File: config.mk
export PLATFORM = sky130hd
export DESIGN_NAME = uart_reg_bridge
export DESIGN_NICKNAME = d
export VERILOG_FILES = /design/src/rtl/uart_bridge_pkg.sv /design/src/rtl/uart_reg_bridge.sv
export SDC_FILE = /design/constraint.sdc
export NUM_CORES = 1
export LEC_CHECK = 0
export CELL_PAD_IN_SITES_DETAIL_PLACEMENT = 0
export CELL_PAD_IN_SITES_GLOBAL_PLACEMENT = 1
export CORE_UTILIZATION = 48
export CTS_BUF_LIST = sky130_fd_sc_hd__clkbuf_8 sky130_fd_sc_hd__clkbuf_16
export DETAILED_ROUTE_END_ITERATION = 8
export DONT_BUFFER_PORTS = 1
export PLACE_DENSITY = 0.73
export SLEW_MARGIN = 20
export SYNTH_ARGS = -nofsm -noshare
export SYNTH_HDL_FRONTEND = slang
export SYNTH_SLANG_ARGS = --single-unit
File: constraint.sdc
create_clock -name clk -period 2 [get_ports clk]
set_clock_uncertainty 0.1 [all_clocks]
set_input_delay 0 -clock clk [delete_from_list [all_inputs] [get_ports clk]]
set_output_delay 0 -clock clk [all_outputs]
set_load 0.02 [all_outputs]
File: src/rtl/uart_bridge_pkg.sv
`default_nettype none
// ============================================================================
// Module      : uart_bridge_pkg
// Description : Shared types and constants for the UART register bridge.
// Revision    : 1.0 - initial release
// ============================================================================
package uart_bridge_pkg;

    typedef enum logic [2:0] {
        ST_IDLE     = 3'd0,
        ST_GET_DATA = 3'd1,
        ST_READ     = 3'd2,
        ST_SEND     = 3'd3,
        ST_WAIT_TX  = 3'd4
    } state_t;

    localparam logic [7:0] c_ack = 8'h06;
    localparam logic [7:0] c_nak = 8'h15;

    // Command byte layout: {write, reserved[2:0], address[3:0]}
    localparam int c_cmd_wr_bit   = 7;
    localparam int c_cmd_rsv_msb  = 6;
    localparam int c_cmd_rsv_lsb  = 4;
    localparam int c_cmd_addr_msb = 3;
    localparam int c_cmd_addr_lsb = 0;

    localparam int c_cnt_w = 20;

endpackage
`default_nettype wire

File: src/rtl/uart_reg_bridge.sv
`default_nettype none
// ============================================================================
// Module      : uart_reg_bridge
// Description : Byte-command UART to register-bus bridge with ACK/NAK replies.
// Revision    : 1.0 - initial release
// ============================================================================
module uart_reg_bridge #(
    parameter int TIMEOUT_CYC = 1_000_000
) (
    input  logic       clk,
    input  logic       rst_n,
    input  logic       rx_rdy,
    input  logic [7:0] rx_data,
    output logic       clr_rx_rdy,
    output logic       trmt,
    output logic [7:0] tx_data,
    input  logic       tx_done,
    output logic [3:0] reg_addr,
    output logic [7:0] reg_wdata,
    output logic       reg_we,
    input  logic [7:0] reg_rdata
);

    import uart_bridge_pkg::*;

    localparam logic [c_cnt_w-1:0] c_timeout_last = c_cnt_w'(TIMEOUT_CYC - 1);

    state_t               r_state;
    state_t               w_next;
    logic                 r_trmt;
    logic                 r_reg_we;
    logic [7:0]           r_tx_data;
    logic [3:0]           r_reg_addr;
    logic [7:0]           r_reg_wdata;
    logic [c_cnt_w-1:0]   r_cnt;

    logic                 w_rsv_bad;
    logic                 w_is_write;
    logic                 w_accept_cmd;
    logic                 w_accept_data;
    logic                 w_trmt_set;

    assign w_rsv_bad  = |rx_data[c_cmd_rsv_msb:c_cmd_rsv_lsb];
    assign w_is_write = rx_data[c_cmd_wr_bit];

    always_ff @(posedge clk or negedge rst_n) begin
        if (!rst_n) begin
            r_state <= ST_IDLE;
        end else begin
            r_state <= w_next;
        end
    end

    always_comb begin
        w_next = r_state;
        case (r_state)
            ST_IDLE: begin
                if (rx_rdy) begin
                    if (w_rsv_bad)       w_next = ST_SEND;
                    else if (w_is_write) w_next = ST_GET_DATA;
                    else                 w_next = ST_READ;
                end
            end
            ST_GET_DATA: begin
                if (rx_rdy)                         w_next = ST_WAIT_TX;
                else if (r_cnt == c_timeout_last)   w_next = ST_IDLE;
            end
            ST_READ:    w_next = ST_SEND;
            ST_SEND:    w_next = ST_WAIT_TX;
            // The ACK path enters here with trmt still high; tx_done only counts after it.
            ST_WAIT_TX: if (tx_done && !r_trmt) w_next = ST_IDLE;
            default:    w_next = ST_IDLE;
        endcase
    end

    always_comb begin
        w_accept_cmd  = (r_state == ST_IDLE) && rx_rdy;
        w_accept_data = (r_state == ST_GET_DATA) && rx_rdy;
        w_trmt_set    = (w_accept_cmd && w_rsv_bad) || w_accept_data || (r_state == ST_READ);
        clr_rx_rdy    = rst_n && (w_accept_cmd || w_accept_data);
    end

    always_ff @(posedge clk or negedge rst_n) begin
        if (!rst_n) begin
            r_trmt      <= 1'b0;
            r_reg_we    <= 1'b0;
            r_tx_data   <= 8'h00;
            r_reg_addr  <= 4'h0;
            r_reg_wdata <= 8'h00;
            r_cnt       <= '0;
        end else begin
            r_trmt   <= w_trmt_set;
            r_reg_we <= w_accept_data;
            if (w_accept_cmd) begin
                r_reg_addr <= rx_data[c_cmd_addr_msb:c_cmd_addr_lsb];
                if (w_rsv_bad) r_tx_data <= c_nak;
            end
            if (w_accept_data) begin
                r_reg_wdata <= rx_data;
                r_tx_data   <= c_ack;
            end
            if (r_state == ST_READ) r_tx_data <= reg_rdata;
            if (r_state == ST_GET_DATA) r_cnt <= r_cnt + {{(c_cnt_w-1){1'b0}}, 1'b1};
            else                        r_cnt <= '0;
        end
    end

    assign trmt      = r_trmt;
    assign reg_we    = r_reg_we;
    assign tx_data   = r_tx_data;
    assign reg_addr  = r_reg_addr;
    assign reg_wdata = r_reg_wdata;

endmodule
`default_nettype wire

==> results.yml <==
critical_path:
  startpoint_type: "flip-flop"
  cp.arrival_ns: 1.94
  cp-end-kind: "flip-flop"
  crit_required_ns: 2.10
  critical_path_class: "reg2reg"
  worstPathMaxFanout: 8
outcome:
  status: "finished, final reports clean"
cells_and_area:
  final_cell_mix: "dfrtp_1 (45), nor2_1 (21), dlygate4sd3_1 (19)"
  fillers: 316
  drive_gt1_frac: 0.178
  fin_nets: 234
  final_area_mm2: 0.00245
  final_common_cell: "dfrtp_1"
  num_antenna_cells: 0
  synthToLayoutAreaGrowth_pct: 20.1
global_routing:
  antenna_found_initial: 0
  grt_pass1_wl_um: 7020
  grt_pass1_vias: 1565
  grt_max_degree: 46
  grt-ovfl-total: 0
  grt.total_usage: 0.216
logic_synthesis:
  synth_mux_area_frac: 0.0663
  ys_ff_latch: 45
  synthTopCellsByArea: "dfrtp_1 (55%), mux2_2 (6.6%), xnor2_1 (4.3%), nor2_1 (3.9%), nand2_1 (2.4%)"
  synth_top_family_by_area: "simple AND/OR/NAND/NOR gates"
  syn_area_mm2: 0.00204
  synth-compound-area-share: 0.0816
  synth-edff-count: 0
  yosysTopAreaCell: "dfrtp_1"
  ys_seq_area_frac: 0.552
  synth_top_area_share: 0.552
  synth_cell_type_count: 41
  synth-xor-area-share: 0.0516
  synth_cells: 183
  yosys_warnings: 0
  synth-simple-area-share: 0.214
  synthesis.nets: 204
  synth_top_flop_cell: "dfrtp_1"
  syn_avg_cell_area_um2: 11.1
  synthArstFlopShare: 1.00
  synthAdderAreaFrac: 0.00614
die:
  die_w_um: 67.2
  ios: 43
  coreArea_mm2: 0.00403
  die_area_mm2: 0.00451
  rows: 23
  initial_core_util: 0.506
  dieHeight_um: 67.2
clock_tree:
  h-tree-depth: 2
  postCtsSetupRepairBufs: 0
  numClockSinks: 45
  cts_tree: "done"
  cts_resized: 0
  clk_latency_ns: 0.31
  numCtsBuffers: 5
  path_clk_slew_ns: 0.09
  cts-root-buf: "clkbuf_8"
  cts_max_path_buffers: 2
sta:
  slew_viol_final: 0
  hold_violations: 0
  rsz0062_at_grt: "false"
  max_clock_freq_mhz: 543
  finalCritPeriodShare: 0.920
  finalSetupTns_ns: 0
  hold_slack_ns: 0.0888
  tightest_slew_ns: 0.645
  finalSetupViolations: 0
  min_period_ns: 1.84
  setup_slack_ns: 0.159
  max-slew-margin-rel: 0.566
route:
  wl_per_cell_um: 15.6
  wl_met2_um: 1960
  first_iter_violations: 87
  highest_layer: "met4"
  wl_met3_um: 182
  ant_nets: 0
  vias: 1525
  wl_met1_um: 1920
  drc: 0
  drt_pre_antenna_iters: 4
  drt_wl_total_um: 4120
  routed_via_density: 5.78
place:
  portBuffers: 0
  dp_slack_ns: 0.173
  placed_cell_area_mm2: 0.00213
  gp_congestion: 0.783
  hpwl_um: 2740
power:
  p_leak_nw: 0.995
  power_mw: 2.91
  powerDensity_mw_per_mm2: 1190
  vdd_drop_max_v: 0.000783
run:
  maxCapViolations: 0
hold_path:
  hold_class: "in2async"
-- final cells by class --
class                           instances  area [µm²]  area share
Clock buffer                            6        82.6      0.0337
Tap cell                               50        62.6      0.0255
Multi-Input combinational cell        126         856       0.350
Timing Repair Buffer                   28         278       0.113
Clock inverter                          2        17.5     0.00715
Sequential cell                        45        1130       0.460
Inverter                                7        26.3      0.0107
-- routing by layer --
metal | GRT usage | vias up
li1 | - | 715
met1 | 0.252 | 764
met2 | 0.363 | 41
met3 | 0.0490 | 5
met4 | 0.122 | 0
met5 | 0 | -
-- registers in the layout, indices dropped and copies added, names as in the netlist --
register and count:
r_cnt 20, reg_wdata 8, tx_data 8, reg_addr 4
r_state 3, reg_we 1, trmt 1
-- worst paths after layout --
check | from | to | slack, ns | cells past startpoint
min | rst_n | reg_wdata[1]$_DFFE_PN0P_ | 0.09 | 2
max reg2reg | r_state[2]$_DFFE_PN0P_ | tx_data[2]$_DFFE_PN0P_ | 0.16 | 5
min reg2reg | r_cnt[0]$_DFF_PN0_ | r_cnt[0]$_DFF_PN0_ | 0.39 | 1
min in group clk | rx_rdy | tx_data[0]$_DFFE_PN0P_ | 0.11 | 4
max | r_state[2]$_DFFE_PN0P_ | tx_data[2]$_DFFE_PN0P_ | 0.16 | 5
max in group asynchronous | rst_n | r_cnt[19]$_DFF_PN0_ | 1.51 | 2
-- synth_stat cells, types with 2 or more instances --
cell and number:
dfrtp_1 45, nor2_1 21, nand2_1 13, mux2_2 12
xnor2_1 10, nor3_1 8, inv_1 7, a21oi_1 6
nand3_1 5, nor4_1 5, a22o_1 4, nand4_1 4
o31ai_1 4, clkbuf_1 3, or4_1 3, nand2b_1 2
nand3_2 2, nor3b_1 2, o21ai_0 2, or2_2 2
or3_1 2, xor2_1 2
-- power by group --
group,internal (mW),switching (mW)
clock,0.287,0.338
combinational,0.356,0.336
sequential,1.16,0.440
total,1.80,1.11
-- logic make-up (layout without fill, tap and decap cells) --
logic type                 after synthesis  after routing
and+or+nand+nor                         78             78
DFF                                     45             45
AOI/OAI and AO/OA                       23             23
xor gates and xnor gates                12             12
muxes                                   12             12
buffers and inverters                   12             43
adders and majority gates                1              1
-- critical path, stage by stage, from the launching register on --
cell	delay (ns)
dfrtp_1	0.48
nand2b_1	0.22
nor3b_2	0.07
nor3_1	0.56
inv_1	0.14
a2bb2oi_1	0.17
-- repair_timing --
item                       in CTS  in global routing
setup endpoints to repair       0                  0
hold endpoints to repair       69                  0
hold buffers                   20                  0
-- metrics by stage --
stage / util / instances
floorplan: - / 183
global placement: 0.529 / 236
detailed placement: 0.529 / 236
CTS: 0.608 / 264
global route: 0.608 / 264
finish: 0.608 / 264
No activity file was read; power rests on OpenSTA's default activity.
